[src/rtl/mavg_pkg.sv]
// Shared types and helpers for the TDM moving-average filter.
package mavg_pkg;

    typedef enum logic {
        CLEAR,
        RUN
    } state_t;

    function automatic int acc_width(input int w, input int log2n_max);
        return w + log2n_max;
    endfunction

    function automatic int unsigned clamp_log2n(input int unsigned v, input int unsigned vmax);
        return (v > vmax) ? vmax : v;
    endfunction

endpackage

[src/rtl/mavg_sdp_ram.sv]
// Simple dual-port RAM: one write port, one registered read port with enable, no reset.
module mavg_sdp_ram #(
    parameter int DW    = 10,
    parameter int DEPTH = 128,
    parameter int AW    = 7
) (
    input  logic          clk,
    input  logic          i_we,
    input  logic [AW-1:0] i_waddr,
    input  logic [DW-1:0] i_wdata,
    input  logic          i_re,
    input  logic [AW-1:0] i_raddr,
    output logic [DW-1:0] o_rdata
);

    logic [DW-1:0] r_mem [DEPTH];

    always_ff @(posedge clk) begin
        if (i_we) r_mem[i_waddr] <= i_wdata;
        if (i_re) o_rdata <= r_mem[i_raddr];
    end

endmodule

[src/rtl/mavg_tdm_filter.sv]
// Multi-channel TDM moving-average filter using a running sum over a circular RAM buffer.
// Define MAVG_ROUND_EN for round-half-up output instead of floor.
//   state | meaning
//   CLEAR | sweeping RAM to zero, accumulators/pointers cleared, no traffic
//   RUN   | accepting samples, 3-stage pipeline (accept/read, update/write, output)
module mavg_tdm_filter
    import mavg_pkg::*;
#(
    parameter int W         = 10,
    parameter int LOG2N_MAX = 5,
    parameter int CH        = 4,
    localparam int CW       = (CH > 1) ? $clog2(CH) : 1,
    localparam int LW       = $clog2(LOG2N_MAX + 1)
) (
    input  logic                clk,
    input  logic                rst,
    input  logic                cfg_load,
    input  logic [LW-1:0]       cfg_log2n,
    output logic                busy,
    input  logic                in_valid,
    output logic                in_ready,
    input  logic [CW-1:0]       in_ch,
    input  logic signed [W-1:0] in_data,
    output logic                out_valid,
    input  logic                out_ready,
    output logic [CW-1:0]       out_ch,
    output logic signed [W-1:0] out_data
);

    localparam int NMAX  = 1 << LOG2N_MAX;
    localparam int DEPTH = CH * NMAX;
    localparam int AW    = CW + LOG2N_MAX;
    localparam int ACW   = acc_width(W, LOG2N_MAX);
    localparam int ACW1  = ACW + 1;
    localparam int CLRW  = $clog2(DEPTH + 1);

    state_t                r_state;
    logic [LW-1:0]         r_log2n;
    logic [CLRW-1:0]       r_clr_cnt;
    logic signed [ACW-1:0] r_acc [CH];
    logic [LOG2N_MAX-1:0]  r_wp  [CH];

    logic                  r_s1_valid;
    logic [CW-1:0]         r_s1_ch;
    logic signed [W-1:0]   r_s1_x;
    logic [LOG2N_MAX-1:0]  r_s1_wptr;
    logic                  r_s1_fwd;
    logic signed [W-1:0]   r_s1_fwd_data;

    logic                  w_stall, w_ch_ok, w_accept, w_fwd_hit, w_ram_we, w_ram_re;
    logic [LOG2N_MAX-1:0]  w_wp_cur, w_rd_ptr;
    logic [AW-1:0]         w_rd_addr, w_s1_addr, w_ram_waddr;
    logic [W-1:0]          w_ram_wdata, w_ram_rdata;
    logic signed [W-1:0]   w_oldest, w_avg;
    logic signed [ACW-1:0] w_acc_new;

    assign w_stall   = out_valid && !out_ready;
    assign in_ready  = (r_state == RUN) && !w_stall;
    assign busy      = (r_state == CLEAR);
    assign w_ch_ok   = (32'(in_ch) < CH);
    assign w_accept  = in_valid && in_ready && !cfg_load && w_ch_ok;

    // Pointer wraps at N_MAX, so N == N_MAX reads back the slot about to be overwritten.
    assign w_wp_cur  = r_wp[in_ch];
    assign w_rd_ptr  = w_wp_cur - LOG2N_MAX'(32'd1 << r_log2n);
    assign w_rd_addr = {in_ch, w_rd_ptr};
    assign w_s1_addr = {r_s1_ch, r_s1_wptr};
    assign w_fwd_hit = r_s1_valid && (w_rd_addr == w_s1_addr);

    assign w_oldest  = r_s1_fwd ? r_s1_fwd_data : $signed(w_ram_rdata);
    assign w_acc_new = r_acc[r_s1_ch] + ACW'(r_s1_x) - ACW'(w_oldest);

`ifdef MAVG_ROUND_EN
    logic signed [ACW1-1:0] w_rnd, w_acc_rnd;
    assign w_rnd     = (r_log2n != '0) ? ACW1'(1 << (r_log2n - 1'b1)) : '0;
    assign w_acc_rnd = ACW1'(w_acc_new) + w_rnd;
    assign w_avg     = W'(w_acc_rnd >>> r_log2n);
`else
    assign w_avg     = W'(w_acc_new >>> r_log2n);
`endif

    assign w_ram_we    = (r_state == CLEAR) || (r_s1_valid && !w_stall);
    assign w_ram_waddr = (r_state == CLEAR) ? AW'(r_clr_cnt) : w_s1_addr;
    assign w_ram_wdata = (r_state == CLEAR) ? '0 : r_s1_x;
    assign w_ram_re    = !w_stall;

    mavg_sdp_ram #(
        .DW    (W),
        .DEPTH (DEPTH),
        .AW    (AW)
    ) u_ram (
        .clk     (clk),
        .i_we    (w_ram_we),
        .i_waddr (w_ram_waddr),
        .i_wdata (w_ram_wdata),
        .i_re    (w_ram_re),
        .i_raddr (w_rd_addr),
        .o_rdata (w_ram_rdata)
    );

    always_ff @(posedge clk) begin
        if (rst || cfg_load) begin
            r_state    <= CLEAR;
            r_clr_cnt  <= CLRW'(DEPTH - 1);
            r_s1_valid <= 1'b0;
            out_valid  <= 1'b0;
            for (int i = 0; i < CH; i++) begin
                r_acc[i] <= '0;
                r_wp[i]  <= '0;
            end
            if (rst) begin
                r_log2n  <= LW'(LOG2N_MAX);
                out_data <= '0;
                out_ch   <= '0;
            end else begin
                r_log2n  <= LW'(clamp_log2n(32'(cfg_log2n), LOG2N_MAX));
            end
        end else if (r_state == CLEAR) begin
            r_s1_valid <= 1'b0;
            out_valid  <= 1'b0;
            if (r_clr_cnt == '0) r_state <= RUN;
            else                 r_clr_cnt <= r_clr_cnt - 1'b1;
        end else if (!w_stall) begin
            r_s1_valid <= w_accept;
            if (w_accept) begin
                r_s1_ch       <= in_ch;
                r_s1_x        <= in_data;
                r_s1_wptr     <= w_wp_cur;
                r_s1_fwd      <= w_fwd_hit;
                r_s1_fwd_data <= r_s1_x;
                r_wp[in_ch]   <= w_wp_cur + 1'b1;
            end
            out_valid <= r_s1_valid;
            if (r_s1_valid) begin
                out_data        <= w_avg;
                out_ch          <= r_s1_ch;
                r_acc[r_s1_ch]  <= w_acc_new;
            end
        end
    end

endmodule

[config.mk]
export PLATFORM = sky130hd
export DESIGN_NAME = mavg_tdm_filter
export DESIGN_NICKNAME = d
export VERILOG_FILES = /design/src/rtl/mavg_pkg.sv /design/src/rtl/mavg_sdp_ram.sv /design/src/rtl/mavg_tdm_filter.sv
export SDC_FILE = /design/constraint.sdc
export NUM_CORES = 1
export LEC_CHECK = 0
export CAP_MARGIN = 20
export CORE_UTILIZATION = 40
export CTS_BUF_LIST = sky130_fd_sc_hd__clkbuf_16
export CTS_CLUSTER_DIAMETER = 200
export DETAILED_ROUTE_END_ITERATION = 10
export PLACE_DENSITY = 0.62
export REMOVE_ABC_BUFFERS = 1
export SYNTH_ARGS = -nofsm -noshare
export SYNTH_HDL_FRONTEND = slang
export SYNTH_HIERARCHICAL = 1
export SYNTH_SLANG_ARGS = --single-unit
[constraint.sdc]
create_clock -name clk -period 7.9 [get_ports clk]
set_input_delay 1.185 -clock clk [delete_from_list [all_inputs] [get_ports clk]]
set_output_delay 1.185 -clock clk [all_outputs]
set_load 0.01 [all_outputs]
# Yosys cells after proc, flatten, opt, wreduce, memory -nomap -nowiden
# Memory sizes are Yosys's and may differ from the RTL's. A register that Yosys moved wholly into a read port is not among the register bits.
# Index checks and enable logic that the tools add are counted.
dict set report op_classes {
  n_eq_ne 3
  bitwise 4
  reduce_logical 22
  n_shift 2
  magnitude_cmp 1
  add_sub_neg 5
  muxes 36
}
# cell n
set op_table {}
lappend op_table {{10-bit 2-to-1 mux} 7}
lappend op_table {{1-bit 2-to-1 mux} 18}
lappend op_table {{2-bit 2-to-1 mux} 8}
lappend op_table {{15-bit by 10-bit adder with 15-bit output} 1}
lappend op_table {{15-bit 2-to-1 mux} 1}
lappend op_table {{15-bit OR reduction} 1}
lappend op_table {{15-bit by 3-bit >>> shifter with 10-bit output} 1}
lappend op_table {{15-bit by 10-bit subtractor with 15-bit output} 1}
lappend op_table {{8-bit logical NOT} 1}
lappend op_table {{4-bit AND reduction} 2}
lappend op_table {{8-bit by 1-bit subtractor with 8-bit output (second input constant)} 1}
lappend op_table {{7-bit == test} 1}
lappend op_table {{7-bit 2-to-1 mux} 1}
lappend op_table {{1-bit logical AND} 6}
lappend op_table {{5-bit by 1-bit adder with 5-bit output (second input constant)} 1}
lappend op_table {{5-bit 2-to-1 mux} 1}
lappend op_table {{5-bit OR reduction} 1}
lappend op_table {{1-bit by 3-bit left shift with 5-bit output (first input constant)} 1}
lappend op_table {{5-bit subtractor} 1}
lappend op_table {{1-bit logical NOT} 4}
lappend op_table {{1-bit NOT} 4}
lappend op_table {{2-bit nonzero test} 2}
lappend op_table {{2-bit OR reduction} 2}
lappend op_table {{3-bit > comparator (second input constant)} 1}
lappend op_table {{4 further kinds} 5}
dict set report totals {
  word_cells 88
  ramBits 1360
  mem_count 3
  out_inout_bits 15
  inputBits 20
  register_bits 54
}
# memory words word_bits read_ports rd_ports_with_merged_regs write_ports line_no
set memory_table {}
lappend memory_table {u_ram.r_mem 128 10 1 1 1 mavg_sdp_ram.sv:16} ;# logic [DW-1:0] r_mem [DEPTH];
lappend memory_table {r_acc 4 15 1 1 4 mavg_tdm_filter.sv:40} ;# logic signed [ACW-1:0] r_acc [CH];
lappend memory_table {r_wp 4 5 1 0 4 mavg_tdm_filter.sv:41} ;# logic [LOG2N_MAX-1:0] r_wp [CH];

# Depth between registers and ports, before layout
# Gate-level depths: netlist of the first run.
dict set report logic_depth {
  depth_word 13
  mapped_depth 16
  depth_no_buf 13
}

# Hierarchy
# The synthesis of the first run kept the hierarchy.
# module seq_area_each_um2 cells_each instances area_per_inst_um2
set by_module_without_submodules {}
lappend by_module_without_submodules {mavg_sdp_ram 38737.2 1998 1 49454.9}
lappend by_module_without_submodules {mavg_tdm_filter 3953.8 676 1 7719.9}

# Worst setup path before layout of the first run
# OpenSTA, ideal clock, no wires.
dict set report synth_timing {
  path_type {in2reg}
  start {input port in_ch[1]}
  end {register u_ram.o_rdata[0] (read register of u_ram.r_mem), data pin}
  required_time_ps 7640
  t_arrival_ps 5026
  setup_ps 260
  slack_ps 2614
  stages 13
  path_buffers 4
  path_cell_list {clkbuf_1 > mux4_2 > inv_1 > ha_1 > fa_1 > xnor2_1 > clkbuf_1 > clkbuf_1 > clkbuf_1 > mux4_2 > mux4_2 > mux4_2 > mux2_2}
}
dict set report synth_between {
  elab_chain_len 2
}
# element line_no
set synth_lines {}
lappend synth_lines {{start: declaration} mavg_tdm_filter.sv:22} ;# input logic [CW-1:0] in_ch,
lappend synth_lines {{memory 4 x 5 bit} n/a}
lappend synth_lines {{named net w_wp_cur[0]} mavg_tdm_filter.sv:51} ;# logic [LOG2N_MAX-1:0] w_wp_cur, w_rd_ptr;
lappend synth_lines {{5-bit subtractor} mavg_tdm_filter.sv:65} ;# assign w_rd_ptr = w_wp_cur - LOG2N_MAX'(32'd1 << r_log2n);
lappend synth_lines {{named net w_rd_ptr[2]} mavg_tdm_filter.sv:51}
lappend synth_lines {{end: declaration} mavg_sdp_ram.sv:13} ;# output logic [DW-1:0] o_rdata
# The timed path passes the listed nets, and every way through them passes these cells.
# A chain may end at the register's enable or synchronous reset.

# Worst setup path after layout of the first run
dict set report layout_timing {
  start {input port in_ch[0]}
  end {register u_ram.o_rdata[9] (read register of u_ram.r_mem), data pin}
}
# Same word-level chain as after synthesis.

==> results.json, run 1 <==
{
  "first_pass_iters": 6,
  "worst-path-stages": 11,
  "r2r-start": "r_log2n[0]",
  "worst_pin_slew_ns": 1.130,
  "rsz0062_at_grt": "false",
  "die_w_um": 380.1,
  "cts_root_buf": "clkbuf_16",
  "syn_inst": 2674,
  "dieArea_um2": 144500,
  "clk_latency_ns": 0.74,
  "max_stage_delay_ns": 0.62,
  "synth_area_leaders": "edfxtp_1 (74%), mux4_2 (17%), nor2_1 (1.6%)",
  "reg2reg_to": "u_ram/o_rdata[8]",
  "power_density_nw_per_um2": 252.5,
  "fin_nets": 2912,
  "cp.arrival_ns": 6.18,
  "grt_max_degree": 118,
  "syn_avg_cell_area_um2": 21.38,
  "via_count": 27690,
  "ios": 35,
  "wl_met1_um": 55270,
  "async_flop_share_pct": 0,
  "post-route-drc-count": 0,
  "rows": 138,
  "design_area_um2": 65320,
  "dp_hpwl_um": 85370,
  "relSlewSlack_pct": 24.69,
  "path_common_cell": "mux4_2",
  "yosysSeqAreaShare_pct": 74.67,
  "final_hold_viol_count": 0,
  "drt_iter0_drc": 3271,
  "worst_slack_ns": 2.204,
  "drive_above_1_share_pct": 28.53,
  "wl_met2_um": 68330,
  "critPathMaxFanout": 117,
  "die_y_um": 380.1,
  "maxCapViolCount": 0,
  "crit_end": "u_ram/o_rdata[9]",
  "syn_area_um2": 57170,
  "wl_per_cell_um": 28.18,
  "min_period_over_period_pct": 72.10,
  "wl_um": 136800,
  "dp.cells": 4577,
  "status": "completed",
  "grt_overflow": 0,
  "cts_tree": "yes",
  "yosys_warnings": 6,
  "hp-class": "flop to flop",
  "synth_largest_area_cell": "edfxtp_1",
  "start_util_pct": 40.33,
  "coreArea_um2": 141800,
  "slowest_stage": "mux4_2",
  "yosysMostFrequentCell": "edfxtp_1",
  "syn2layout_area_growth_pct": 14.25,
  "layout.cells.non_filler": 4856,
  "post_cts_buffers": 0,
  "synthTopCellsByCount": "edfxtp_1 (1,413), mux4_2 (441), nor2_1 (242)",
  "dp_slack_ns": 1.398,
  "post_cts_resized": 0,
  "synth.ff_latch_count": 1426,
  "final_antenna_net_count": 0,
  "r2r_slack_ns": 2.36,
  "crit_buf_inv": 3,
  "path_cells": "clkdlybuf4s50_1, mux4_2, inv_1, ha_1, fa_1, xnor2_2, buf_12, mux4_2, mux4_2, mux4_2, mux2_2",
  "critPathCaptureType": "flop",
  "gp_congestion": 0.8381,
  "synth.distinct_cells": 72,
  "port_buffers": 34,
  "synth_edf_count": 1413,
  "htree_levels": 4,
  "grt_antenna_before_repair": 3,
  "finalMaxSlewViolations": 0,
  "cts_buffers": 147,
  "cts_hold_buf": 0,
  "reg2regPathDepth": 12,
  "grt_pass1_wl_um": 199400,
  "synth_top_area_share_pct": 74.21,
  "first_global_vias": 28350,
  "clock.fmax_ghz": 0.1756,
  "ir_drop_v": 0.0001947,
  "ys.flop_type": "edfxtp_1",
  "p_leak_uw": 0.02314,
  "cp-start-kind": "input pin",
  "grtUsageTotal_pct": 18.98,
  "clk_path_buf_depth": 3,
  "startpoint": "in_ch[0]",
  "critical_path_class": "input pin to flop",
  "clk_pin_slew_worst_paths_ns": 0.07,
  "vias_per_cell": 5.702,
  "dpl-instance-area_um2": 60550,
  "cp_top_family": "multiplexers",
  "min_period_ns": 5.696,
  "routed.top_layer": "met4",
  "dr_wl_met3_um": 9584,
  "cts_sinks": 1426,
  "setup_viol": 0,
  "required_ns": 8.38,
  "skew_ns": 0.02160
}
[layout by cell type (no fill, tap or decap), types with 7 or more instances in the layout]
master / count
bufinv_16: 10
mux2i_1: 7
nand2_1: 67
nand3_1: 23
clkinv_1: 38
clkdlybuf4s50_1: 33
xor2_1: 14
a21o_1: 7
buf_4: 98
nor2_1: 228
clkinv_2: 14
dfxtp_1: 13
o21ai_0: 11
buf_12: 17
xnor2_1: 11
or3_1: 7
nor2_4: 9
ha_1: 23
inv_6: 10
mux4_2: 441
nor3_1: 18
clkbuf_16: 150
inv_1: 100
a21oi_1: 15
nor2b_1: 12
buf_6: 21
mux2_2: 30
edfxtp_1: 1413
fa_1: 15
[where the power goes]
| group | internal [uW] | leakage (uW) | switching, uW |
|---|---|---|---|
| registers | 8260 | 0.0154 | 61.3 |
| clock network | 3770 | 0.00234 | 2800 |
| logic | 736 | 0.00536 | 878 |
| total | 12800 | 0.0231 | 3740 |
[through the flow]
stage | power (uW) | setup TNS [ns] | utilization, % | hold WS (ns)
after global placement | 10100 | 0 | 42.57 | 0.4840
after global routing | 16970 | 0 | 46.08 | 0.4979
after floorplan | 10180 | -145.48 | - | 0.4264
after CTS | 16640 | 0 | 45.93 | 0.4914
final | 16500 | 0 | 46.08 | 0.5013
after detailed placement | 10110 | 0 | 42.71 | 0.4686
[how the worst min path moves through the flow]
stage	start	endpoint	slack, ns	cells after the start
2_1_floorplan	r_s1_x[1]	r_s1_fwd_data[1]	0.43	0
3_3_place_gp	r_s1_x[8]	r_s1_fwd_data[8]	0.48	0
3_5_place_dp	r_s1_x[8]	r_s1_fwd_data[8]	0.47	0
4_1_cts	r_s1_x[8]	r_s1_fwd_data[8]	0.49	0
5_1_grt	r_s1_x[8]	r_s1_fwd_data[8]	0.50	0
6_report	r_s1_x[8]	r_s1_fwd_data[8]	0.50	0
[per-layer routing]
layer  GRT usage [%]  vias up
met5               0        -
met4           5.929        0
met3           3.073      211
met2           31.41     1185
met1           25.81    14900
li1                -    11390
[state kept, by name (all words and copies together), names as in the netlist, named ones only]
name,flops
out_ch,2
u_ram/r_mem,1280
r_s1_ch,2
r_acc,60
u_ram/o_rdata,10
r_s1_valid,1
r_s1_wptr,5
r_wp,20
r_s1_fwd,1
r_log2n,3
out_data,10
r_s1_x,10
r_s1_fwd_data,10
r_clr_cnt,8
out_valid,1
r_state,1
[worst reg2reg max path, delay by kind of cell, from the launching register on]
family / cells / cell delay, ns
xor+xnor: 2 / 0.84
buf+inv: 3 / 0.87
fa+ha+maj: 1 / 0.38
simple gates: 1 / 0.67
mux: 3 / 1.41
compound gates: 2 / 0.36
flops: 1 / 0.78
[final cells by class]
type                    count  area, um^2
well taps                1890        2365
fillers                 11570       76440
diodes                      1       2.502
clock buffers             150        3754
flip-flops and latches   1426       42690
clock inverters           110       803.3
multi-input cells        1036       13750
repair buffers            171        1675
inverters                  72       280.3
[logic make-up (layout without fill, tap and decap cells)]
family	count (synthesis)	in the layout	share of synthesized area (%)
muxes	480	480	18.15
adders and majority gates	38	38	1.029
xor gates and xnor gates	31	31	0.5143
AOI/OAI and AO/OA	83	83	1.088
buffers and inverters	212	503	1.506
DFF	1426	1426	74.67
and+or+nand+nor	404	404	3.046
other	0	1	0
Note: power is estimated with default switching activity, not from simulation.
==> run 2, diff against run 1 <==
--- a/config.mk
+++ b/config.mk
@@ -10,7 +10,7 @@
 export CTS_BUF_LIST = sky130_fd_sc_hd__clkbuf_16
 export CTS_CLUSTER_DIAMETER = 200
 export DETAILED_ROUTE_END_ITERATION = 10
-export PLACE_DENSITY = 0.62
+export PLACE_DENSITY = 0.64
 export REMOVE_ABC_BUFFERS = 1
 export SYNTH_ARGS = -nofsm -noshare
 export SYNTH_HDL_FRONTEND = slang
==> constraint.sdc (replaced) <==
create_clock -name clk -period 4.6 [get_ports clk]
set_input_delay 0.69 -clock clk [delete_from_list [all_inputs] [get_ports clk]]
set_output_delay 0.69 -clock clk [all_outputs]
set_load 0.01 [all_outputs]
==> results.json, run 2 (synthesized netlist as in run 1, its figures left out) <==
{
  "grtUsageTotal_pct": 18.82,
  "syn2layout_area_growth_pct": 17.08,
  "reg_top3": "u_ram/r_mem x1280, r_acc x60, r_wp x20",
  "clk_pin_slew_worst_paths_ns": 0.06,
  "final_antenna_net_count": 0,
  "ir_drop_v": 0.0003190,
  "die_w_um": 380.1,
  "min_period_ns": 4.447,
  "dpl-instance-area_um2": 62420,
  "post_cts_buffers": 0,
  "rsz0062_at_grt": "false",
  "fin_util_pct": 47.22,
  "cts_root_buf": "clkbuf_16",
  "clock.fmax_ghz": 0.2249,
  "cts_tree": "yes",
  "cts_buffers": 142,
  "critPathMaxFanout": 19,
  "top_register": "u_ram/r_mem",
  "power_density_nw_per_um2": 449.7,
  "relSlewSlack_pct": 23.61,
  "final_common_cell": "edfxtp_1",
  "grt_pass1_wl_um": 199500,
  "critical_path_class": "input pin to flop",
  "port_buffers": 34,
  "fillers": 11430,
  "slowest_stage": "mux4_2",
  "p_leak_uw": 0.01935,
  "cp.arrival_ns": 4.96,
  "maxCapViolCount": 0,
  "rows": 138,
  "min_period_over_period_pct": 96.67,
  "first_pass_iters": 6,
  "drive_above_1_share_pct": 32.47,
  "first_global_vias": 28880,
  "setup_viol": 0,
  "clk_latency_ns": 0.77,
  "fin_nets": 3079,
  "final_hold_viol_count": 0,
  "post_cts_resized": 0,
  "skew_ns": 0.02312,
  "dp_hpwl_um": 88250,
  "cts_sinks": 1426,
  "worst_pin_slew_ns": 1.146,
  "design_area_um2": 66940,
  "critPathCaptureType": "flop",
  "finalMaxSlewViolations": 0,
  "cp-start-kind": "input pin",
  "wl_um": 135500,
  "power_uw": 30100,
  "coreArea_um2": 141800,
  "ios": 35,
  "mostFrequentLayoutCells": "edfxtp_1 (1,413), mux4_2 (441), buf_4 (252)",
  "largest_register_ffs": 1280,
  "die_y_um": 380.1,
  "post-route-drc-count": 0,
  "wl_per_cell_um": 26.97,
  "grt_antenna_before_repair": 5,
  "via_count": 28270,
  "max_stage_delay_ns": 0.57,
  "antenna_cells": 0,
  "htree_levels": 4,
  "drt_iter0_drc": 3330,
  "required_ns": 5.11,
  "path_cells": "clkdlybuf4s50_1, buf_4, buf_4, mux4_2, ha_1, a21oi_1, xor2_1, xnor2_2, buf_4, buf_12, mux4_2, mux4_2, mux2_2",
  "clk_path_buf_depth": 3,
  "status": "completed",
  "cts_hold_buf": 0,
  "start_util_pct": 40.33,
  "grt_overflow": 0,
  "grt_max_degree": 129,
  "dieArea_um2": 144500,
  "gp_congestion": 0.8733,
  "hp-class": "flop to flop",
  "whs_ns": 0.4737,
  "vias_per_cell": 5.625
}
[run 2: through the flow]
| step | TNS, ns | setup slack (ns) | cells |
|---|---|---|---|
| after floorplan | -176.34 | -16.23 | 2534 |
| final | 0 | 0.1532 | 5025 |
| after global placement | -5.861 | -0.6116 | 4766 |
| after CTS | 0 | 0.1847 | 5024 |
| after global routing | 0 | 0.09561 | 5025 |
| after detailed placement | -5.769 | -0.6029 | 4766 |
[run 2: worst paths after layout]
check        cells after the start  slack, ns        from               end
min                              0       0.47   r_s1_x[3]  r_s1_fwd_data[3]
max reg2reg                     14       0.29  r_log2n[1]  u_ram/o_rdata[6]
min reg2reg                      0       0.47   r_s1_x[3]  r_s1_fwd_data[3]
max                             13       0.15    in_ch[0]  u_ram/o_rdata[6]
[run 2: final cells by class]
cell class	count	area [um^2]	share of cell area [%]
sequential	1426	42690	63.77
tap	1890	2365	3.533
inverter	72	280.3	0.4187
multi-input combinational	1036	13720	20.50
timing repair buffer	343	3368	5.032
clock buffer	145	3628	5.420
clock inverter	113	885.9	1.323
[run 2: layer usage]
layer / wire length (um) / vias up / GRT usage [%]
li1: - / 11740 / -
met1: 55890 / 15220 / 26.18
met2: 66970 / 1127 / 30.76
met3: 9465 / 181 / 2.895
met4: 3187 / 0 / 5.556
met5: 0 / - / 0
[run 2: report_power, final]
group / switching, uW / internal (uW)
registers: 85.5 / 14200
clock network: 4860 / 6370
logic: 2420 / 2180
[run 2: worst max-delay path, delay by kind of cell]
kind | cells | cell delay, ns
multiplexers | 4 | 1.79
buffers and inverters | 5 | 1.41
XOR/XNOR | 2 | 0.47
adder cells (fa/ha/maj) | 1 | 0.33
AO/OA/AOI/OAI | 1 | 0.23
